### config.mk
export PLATFORM = sky130hd
export DESIGN_NAME = i2c_cmd_arbiter
export DESIGN_NICKNAME = d
export VERILOG_FILES = /design/src/rtl/i2c_cmd_arbiter.sv
export SDC_FILE = /design/constraint.sdc
export NUM_CORES = 1
export LEC_CHECK = 0
export ABC_CLOCK_PERIOD_IN_PS = 2400
export CAP_MARGIN = 20
export CORE_MARGIN = 8
export CORE_UTILIZATION = 48
export CTS_CLUSTER_DIAMETER = 40
export DETAILED_ROUTE_END_ITERATION = 7
export PLACE_DENSITY = 0.77
export SETUP_SLACK_MARGIN = 0.4
export SLEW_MARGIN = 30
export SYNTH_ARGS = -nofsm -noshare
export SYNTH_HDL_FRONTEND = slang
export SYNTH_SLANG_ARGS = --single-unit
### constraint.sdc
create_clock -name clk -period 2.4 [get_ports clk]
set_input_delay 0.24 -clock clk [delete_from_list [all_inputs] [get_ports clk]]
set_output_delay 0.24 -clock clk [all_outputs]
set_load 0.05 [all_outputs]
### src/rtl/i2c_cmd_arbiter.sv
// i2c_cmd_arbiter
//   Arbitrates two command requesters onto one I2C master command port.
//   A command is granted in IDLE, presented to the master in ISSUE, tracked
//   in WAIT (with a timeout) and answered to the requester in RESP.
//
// Ports
//   clk, rst_n        clock, asynchronous active-low reset
//   reqN_valid        requester N has a command (N = 0, 1)
//   reqN_ready        one-cycle accept pulse for requester N
//   reqN_rh_wl        1 = read, 0 = write
//   reqN_addr         16-bit I2C register address
//   reqN_wdata        write payload (WR_BITS bytes)
//   reqN_rdata        read payload, valid while reqN_done = 1
//   reqN_done         one-cycle completion pulse for requester N
//   reqN_err          NACK or timeout, valid while reqN_done = 1
//   m_wvalid/m_wready command handshake toward the I2C master
//   m_rh_wl, m_addr, m_wdata  latched command fields
//   m_rdata, m_rvalid read data from the master
//   m_done, m_ack     transfer complete pulse, NACK flag (1 = NACK)
//   m_busy            master busy; blocks new grants
//
// Handshake: reqN_valid is sampled only in IDLE; the cycle reqN_ready is
// high the command has been taken and the requester may change its inputs.
// Toward the master, m_wvalid stays high with stable m_* until the cycle
// m_wready is high.
module i2c_cmd_arbiter #(
  parameter int WR_BITS     = 1,
  parameter int RD_BITS     = 1,
  parameter int TIMEOUT_CYC = 200000
) (
  input  logic                 clk,
  input  logic                 rst_n,
  input  logic                 req0_valid,
  output logic                 req0_ready,
  input  logic                 req0_rh_wl,
  input  logic [15:0]          req0_addr,
  input  logic [WR_BITS*8-1:0] req0_wdata,
  output logic [RD_BITS*8-1:0] req0_rdata,
  output logic                 req0_done,
  output logic                 req0_err,
  input  logic                 req1_valid,
  output logic                 req1_ready,
  input  logic                 req1_rh_wl,
  input  logic [15:0]          req1_addr,
  input  logic [WR_BITS*8-1:0] req1_wdata,
  output logic [RD_BITS*8-1:0] req1_rdata,
  output logic                 req1_done,
  output logic                 req1_err,
  output logic                 m_wvalid,
  input  logic                 m_wready,
  output logic                 m_rh_wl,
  output logic [15:0]          m_addr,
  output logic [WR_BITS*8-1:0] m_wdata,
  input  logic [RD_BITS*8-1:0] m_rdata,
  input  logic                 m_rvalid,
  input  logic                 m_done,
  input  logic                 m_ack,
  input  logic                 m_busy
);

  localparam int CW = (TIMEOUT_CYC > 1) ? $clog2(TIMEOUT_CYC) : 1;
  localparam logic [CW-1:0] CNT_LAST = CW'(TIMEOUT_CYC - 1);

  typedef enum logic [1:0] {
    ST_IDLE  = 2'd0,
    ST_ISSUE = 2'd1,
    ST_WAIT  = 2'd2,
    ST_RESP  = 2'd3
  } state_t;

  state_t                 state;
  logic                   grant;       // 1 = requester 1 owns the transfer
  logic                   last_grant;  // requester served by the last transfer
  logic [CW-1:0]          cnt;
  logic [RD_BITS*8-1:0]   resp_data;

  logic                   pick1;
  logic                   finish;
  logic                   fin_err;
  logic [RD_BITS*8-1:0]   fin_data;

  // Requester 1 wins when it is alone, or on a tie when 0 was served last.
  assign pick1    = req1_valid && (!req0_valid || !last_grant);
  // m_done outranks the timeout when both land on the same cycle.
  assign finish   = m_done || (cnt == CNT_LAST);
  assign fin_err  = m_done ? m_ack : 1'b1;
  // Read data arriving on the finishing cycle still reaches the requester.
  assign fin_data = m_rvalid ? m_rdata : resp_data;

  always_ff @(posedge clk or negedge rst_n) begin
    if (!rst_n) begin
      state      <= ST_IDLE;
      grant      <= 1'b0;
      last_grant <= 1'b1;
      cnt        <= '0;
      resp_data  <= '0;
      m_wvalid   <= 1'b0;
      m_rh_wl    <= 1'b0;
      m_addr     <= '0;
      m_wdata    <= '0;
      req0_ready <= 1'b0;
      req0_done  <= 1'b0;
      req0_err   <= 1'b0;
      req0_rdata <= '0;
      req1_ready <= 1'b0;
      req1_done  <= 1'b0;
      req1_err   <= 1'b0;
      req1_rdata <= '0;
    end else begin
      // Pulses and response outputs default low; they are raised for one cycle.
      req0_ready <= 1'b0;
      req1_ready <= 1'b0;
      req0_done  <= 1'b0;
      req1_done  <= 1'b0;
      req0_err   <= 1'b0;
      req1_err   <= 1'b0;
      req0_rdata <= '0;
      req1_rdata <= '0;

      case (state)
        ST_IDLE: begin
          if (!m_busy && (req0_valid || req1_valid)) begin
            grant     <= pick1;
            resp_data <= '0;
            m_wvalid  <= 1'b1;
            state     <= ST_ISSUE;
            if (pick1) begin
              req1_ready <= 1'b1;
              m_rh_wl    <= req1_rh_wl;
              m_addr     <= req1_addr;
              m_wdata    <= req1_wdata;
            end else begin
              req0_ready <= 1'b1;
              m_rh_wl    <= req0_rh_wl;
              m_addr     <= req0_addr;
              m_wdata    <= req0_wdata;
            end
          end
        end

        ST_ISSUE: begin
          if (m_wready) begin
            m_wvalid <= 1'b0;
            cnt      <= '0;
            state    <= ST_WAIT;
          end
        end

        ST_WAIT: begin
          if (m_rvalid) begin
            resp_data <= m_rdata;
          end
          if (finish) begin
            state <= ST_RESP;
            if (grant) begin
              req1_done  <= 1'b1;
              req1_err   <= fin_err;
              req1_rdata <= fin_data;
            end else begin
              req0_done  <= 1'b1;
              req0_err   <= fin_err;
              req0_rdata <= fin_data;
            end
          end else begin
            cnt <= cnt + 1'b1;
          end
        end

        ST_RESP: begin
          // The done pulse is visible during this state.
          last_grant <= grant;
          state      <= ST_IDLE;
        end

        default: state <= ST_IDLE;
      endcase
    end
  end

endmodule

==> tab_implementation.tex <==
\begin{tabular}{lr}
\hline
Metric & Value \\
\hline
\multicolumn{2}{l}{\textbf{Logic synthesis}} \\
\quad Distinct cell type count after synthesis & a little over 50 \\
\quad Top cell type's share of synthesized area & 0.4894 \\
\quad Ranking of synthesized cells by instance count & sky130\_fd\_sc\_hd\_\_dfrtp\_1 (77), sky130\_fd\_sc\_hd\_\_nand2\_1 (58), sky130\_fd\_sc\_hd\_\_o21ai\_0 (44), sky130\_fd\_sc\_hd\_\_mux2i\_1 (30), sky130\_fd\_sc\_hd\_\_inv\_1 (21) \\
\quad Adder and majority gate portion of the synthesized area & 0.01589 \\
\quad Average size of a mapped cell & 10.07 µm² \\
\quad Library cell with the highest instance count after synthesis & sky130\_fd\_sc\_hd\_\_dfrtp\_1 \\
\quad Netlist area before placement & roughly 3900 µm² \\
\quad Leading register cell type out of synthesis & sky130\_fd\_sc\_hd\_\_dfrtp\_1 \\
\quad Gate Count Post-Synth & between 300 and 400 \\
\quad Total number of yosys warnings & 0 \\
\quad Fraction of synthesized area in multiplexers & 0.08198 \\
\quad Count of flip-flops with a built-in enable after synthesis & 0 \\
\quad Simple logic cell fraction of the synthesized area & 0.1980 \\
\quad Asr flop ratio synth & 1.000 \\
\quad Yosys reg bits & 78 \\
\quad Net count after synthesis & 463 \\
\quad Sequential element share of the synthesized area & 0.4960 \\
\quad Cell type contributing the most total cell area after synthesis & sky130\_fd\_sc\_hd\_\_dfrtp\_1 \\
\quad Combinational family with the most area after synthesis & simple AND/OR/NAND/NOR gates \\
\quad Post-synthesis compound-gate area fraction & 0.1646 \\
\quad Cell types occupying the most area after synthesis & sky130\_fd\_sc\_hd\_\_dfrtp\_1 (49\%), sky130\_fd\_sc\_hd\_\_mux2i\_1 (7.6\%), sky130\_fd\_sc\_hd\_\_o21ai\_0 (5.6\%) \\
\quad Xor/xnor share of the synthesized area & 0 \\
\multicolumn{2}{l}{\textbf{GRT}} \\
\quad Wire length of the first global-routing pass & 17,310 µm \\
\quad Largest net degree at the start of global routing & 53 \\
\quad Vias in the first global route & around 3,300 \\
\quad Combined global-route utilization of all metal layers & 0.1855 \\
\quad Residual overflow from global routing & 0 \\
\quad Antenna violations before repair & 0 \\
\multicolumn{2}{l}{\textbf{STA}} \\
\quad Max-slew headroom at the worst pin & 0.5094 \\
\quad Clock skew & between 0.009 and 0.01 ns \\
\quad Maximum achievable frequency & 507.8 MHz \\
\quad Number of slew-limit violations in the final report & 0 \\
\quad Hold Fails Final Rpt & 0 \\
\quad Worst Max-Slew Pin Slew & 0.7359 ns \\
\quad Total of endpoints with negative setup slack in the final report & 0 \\
\quad Final sum of negative setup slack & 0 ns \\
\quad Unrepaired setup endpoints after global routing & true \\
\quad Fraction of the cycle the final worst path needs & 0.8205 \\
\quad Shortest clock period the worst path allows after layout & approximately 2.0 ns \\
\multicolumn{2}{l}{\textbf{Critical path}} \\
\quad Worst-path cell chain & or4b\_4, nor4\_4, buf\_6, nand2\_2, a311o\_1 \\
\quad Maximum net fanout on the critical path & 5 \\
\quad Launching element type of the critical path & flip-flop \\
\quad Critical path's largest stage delay & $\sim$0.56 ns \\
\quad CP max-delay cell & sky130\_fd\_sc\_hd\_\_or4b\_4 \\
\quad RR Endpoint & state[1] \\
\quad Origin of the critical flop-to-flop path & cnt[7] \\
\quad FF-to-FF setup slack & about 0.43 ns \\
\quad Data required time at the worst endpoint & $\sim$2.7 ns \\
\quad WS Path Type & reg2reg \\
\quad Critical path endpoint category & flip-flop \\
\quad Path depth of the worst reg2reg path & 5 \\
\quad Crit path arrival time & approximately 2.2 ns \\
\multicolumn{2}{l}{\textbf{Power}} \\
\quad Highest ir drop seen on vdd & about 0.55 mV \\
\quad Total power density per cell area & $\sim$1100 nW/µm² \\
\quad Overall power of the completed layout & between 6 and 7 mW \\
\quad Leakage dissipation & around 2.4 nW \\
\multicolumn{2}{l}{\textbf{Clock network}} \\
\quad Clock sink count & a little under 80 \\
\quad Number of buffers added by the clock tree synthesis step & 9 \\
\quad Maximum count of clock buffers along a single path & 2 \\
\quad TritonCTS clock tree & yes \\
\quad Number of levels in the clock H-tree & 3 \\
\quad Clk\_lat worst skew & 0.36 ns \\
\quad Clock transition at the registers of the reported paths & about 0.09 ns \\
\quad CTS root buffer & sky130\_fd\_sc\_hd\_\_clkbuf\_8 \\
\multicolumn{2}{l}{\textbf{Floorplan}} \\
\quad Die Span Y & $\sim$110 µm \\
\quad Initial Util & 0.4865 \\
\quad Standard cell core area & about 8000 µm² \\
\quad Site row count & 33 \\
\quad I/O pins & around 120 \\
\quad Die width & 106.6 µm \\
\quad Floorplan die area & about 11,000 µm² \\
\multicolumn{2}{l}{\textbf{Status}} \\
\quad Status & completed \\
\multicolumn{2}{l}{\textbf{Final layout}} \\
\quad Area growth syn-to-layout & 42.42\% \\
\quad Count of inserted antenna diode cells & 0 \\
\quad Layout cells sized above 1 & 0.1484 \\
\quad Nets & $\sim$590 \\
\multicolumn{2}{l}{\textbf{Place}} \\
\quad Count of input and output buffers & between 100 and 150 \\
\quad Gpl congestion & roughly 0.88 \\
\quad Post-DP HPWL & approximately 8000 µm \\
\multicolumn{2}{l}{\textbf{Routing}} \\
\quad Via density per instance & 5.431 \\
\quad Total wirelength of the detailed-routed design & about 11,000 µm \\
\quad Detailed Routing Iterations Pass 1 & 4 \\
\quad Antenna-violating nets left & 0 \\
\quad DRC & 0 \\
\quad Final routed wire length divided by cell count & 17.11 µm \\
\quad Number of DRC markers in iteration 0 & around 140 \\
\quad DR vias & $\sim$3,400 \\
\multicolumn{2}{l}{\textbf{Hold path}} \\
\quad Worst hold path type & in2async \\
\multicolumn{2}{l}{\textbf{Flow run}} \\
\quad Max-cap viol count & 0 \\
\hline
\end{tabular}
-- registers in the layout, indices dropped and copies added, names as in the netlist --
signal,count
m_wdata,8
cnt,18
req0_err,1
req1_rdata,8
grant,1
resp_data,8
last_grant,1
req1_done,1
req0_done,1
state,2
m_rh_wl,1
req0_rdata,8
m_addr,16
m_wvalid,1
req1_ready,1
req0_ready,1
req1_err,1
-- cell usage in the layout, fill, tap and decap left out, types with 3 or more instances in the layout --
| master | Yosys | final |
|---|---|---|
| sky130_fd_sc_hd__o21ai_0 | 44 | 43 |
| sky130_fd_sc_hd__nand2b_1 | 3 | 3 |
| sky130_fd_sc_hd__a22o_1 | 8 | 8 |
| sky130_fd_sc_hd__or4_1 | 6 | 4 |
| sky130_fd_sc_hd__nor3_2 | 7 | 9 |
| sky130_fd_sc_hd__a211oi_1 | 4 | 4 |
| sky130_fd_sc_hd__clkdlybuf4s50_1 | 0 | 113 |
| sky130_fd_sc_hd__and4_1 | 3 | 3 |
| sky130_fd_sc_hd__clkbuf_8 | 0 | 9 |
| sky130_fd_sc_hd__o211ai_1 | 9 | 9 |
| sky130_fd_sc_hd__o22ai_1 | 9 | 9 |
| sky130_fd_sc_hd__nand4_1 | 5 | 5 |
| sky130_fd_sc_hd__nor2b_1 | 4 | 3 |
| sky130_fd_sc_hd__inv_6 | 0 | 3 |
| sky130_fd_sc_hd__nand3_1 | 9 | 9 |
| sky130_fd_sc_hd__nor3_1 | 7 | 5 |
| sky130_fd_sc_hd__a21oi_1 | 6 | 6 |
| sky130_fd_sc_hd__buf_4 | 1 | 16 |
| sky130_fd_sc_hd__nor2_1 | 5 | 5 |
| sky130_fd_sc_hd__and3_1 | 3 | 3 |
| sky130_fd_sc_hd__nor3b_2 | 10 | 10 |
| sky130_fd_sc_hd__nand2_1 | 58 | 56 |
| sky130_fd_sc_hd__mux2i_1 | 30 | 30 |
| sky130_fd_sc_hd__inv_1 | 21 | 21 |
| sky130_fd_sc_hd__ha_1 | 5 | 4 |
| sky130_fd_sc_hd__dfrtp_1 | 77 | 75 |
-- worst max-delay path, delay by kind of cell (launching register included) --
kind / cells / cell delay [ns]
flops: 1 / 0.43
compound gates: 1 / 0.31
buf+inv: 1 / 0.19
simple gates: 3 / 0.93
-- layout make-up --
class,instances,area [µm²]
clock buffers,9,123.9
multi-input cells,270,1898
well taps,105,131.4
flip-flops and latches,78,1956
fillers,616,2485
clock inverters,7,102.6
inverters,21,78.83
repair buffers,134,1318
-- metrics by stage --
| step | util | instance area [µm²] | worst slack (ns) | hold WS [ns] | cells |
|---|---|---|---|---|---|
| after floorplan | - | 3938 | 0.4153 | -0.05559 | 391 |
| after CTS | 0.6807 | 5509 | 0.4038 | 0.4011 | 617 |
| after global placement | 0.6461 | 5229 | 0.2675 | 0.2460 | 599 |
| final | 0.6930 | 5608 | 0.4307 | 0.3889 | 624 |
| after detailed placement | 0.6461 | 5229 | 0.2365 | 0.2511 | 599 |
| after global routing | 0.6930 | 5608 | 0.3346 | 0.4294 | 624 |
-- repair_timing --
action	in CTS	in global routing
gates resized for setup	8	13
setup endpoints to repair	17	30
pin swaps	3	5
endpoints found under the hold margin	40	0
setup buffers	1	5
hold buffers	1	0
cloned	0	2
-- power by group --
| part | switching, mW | total (mW) | internal, mW |
|---|---|---|---|
| Clock | 0.521 | 1.12 | 0.602 |
| Sequential | 0.312 | 2.03 | 1.71 |
| Combinational | 1.88 | 3.00 | 1.12 |
-- worst max path at each step --
stage / depth (start not counted) / startpoint / endpoint
global route: 5 / cnt[7] / state[1]
finish: 5 / cnt[7] / state[1]
CTS: 6 / cnt[0] / req1_done
global placement: 5 / cnt[7] / cnt[1]
floorplan: 5 / cnt[7] / req1_done
detailed placement: 5 / cnt[7] / cnt[9]
-- layer usage --
| layer | routed length [µm] | vias up | GRT usage |
|---|---|---|---|
| li1 | - | 1656 | - |
| met1 | 4741 | 1621 | 0.2361 |
| met2 | 5150 | 104 | 0.3011 |
| met3 | 688 | 8 | 0.05279 |
| met4 | 95 | 0 | 0.05327 |
| met5 | 0 | - | 0 |
-- cells by family after synthesis --
family / Yosys count
AOI/OAI and AO/OA: 101
adders and majority gates: 5
buffers and inverters: 44
DFF: 78
muxes: 32
and+or+nand+nor: 131
Note: power is estimated with default switching activity, not from simulation.
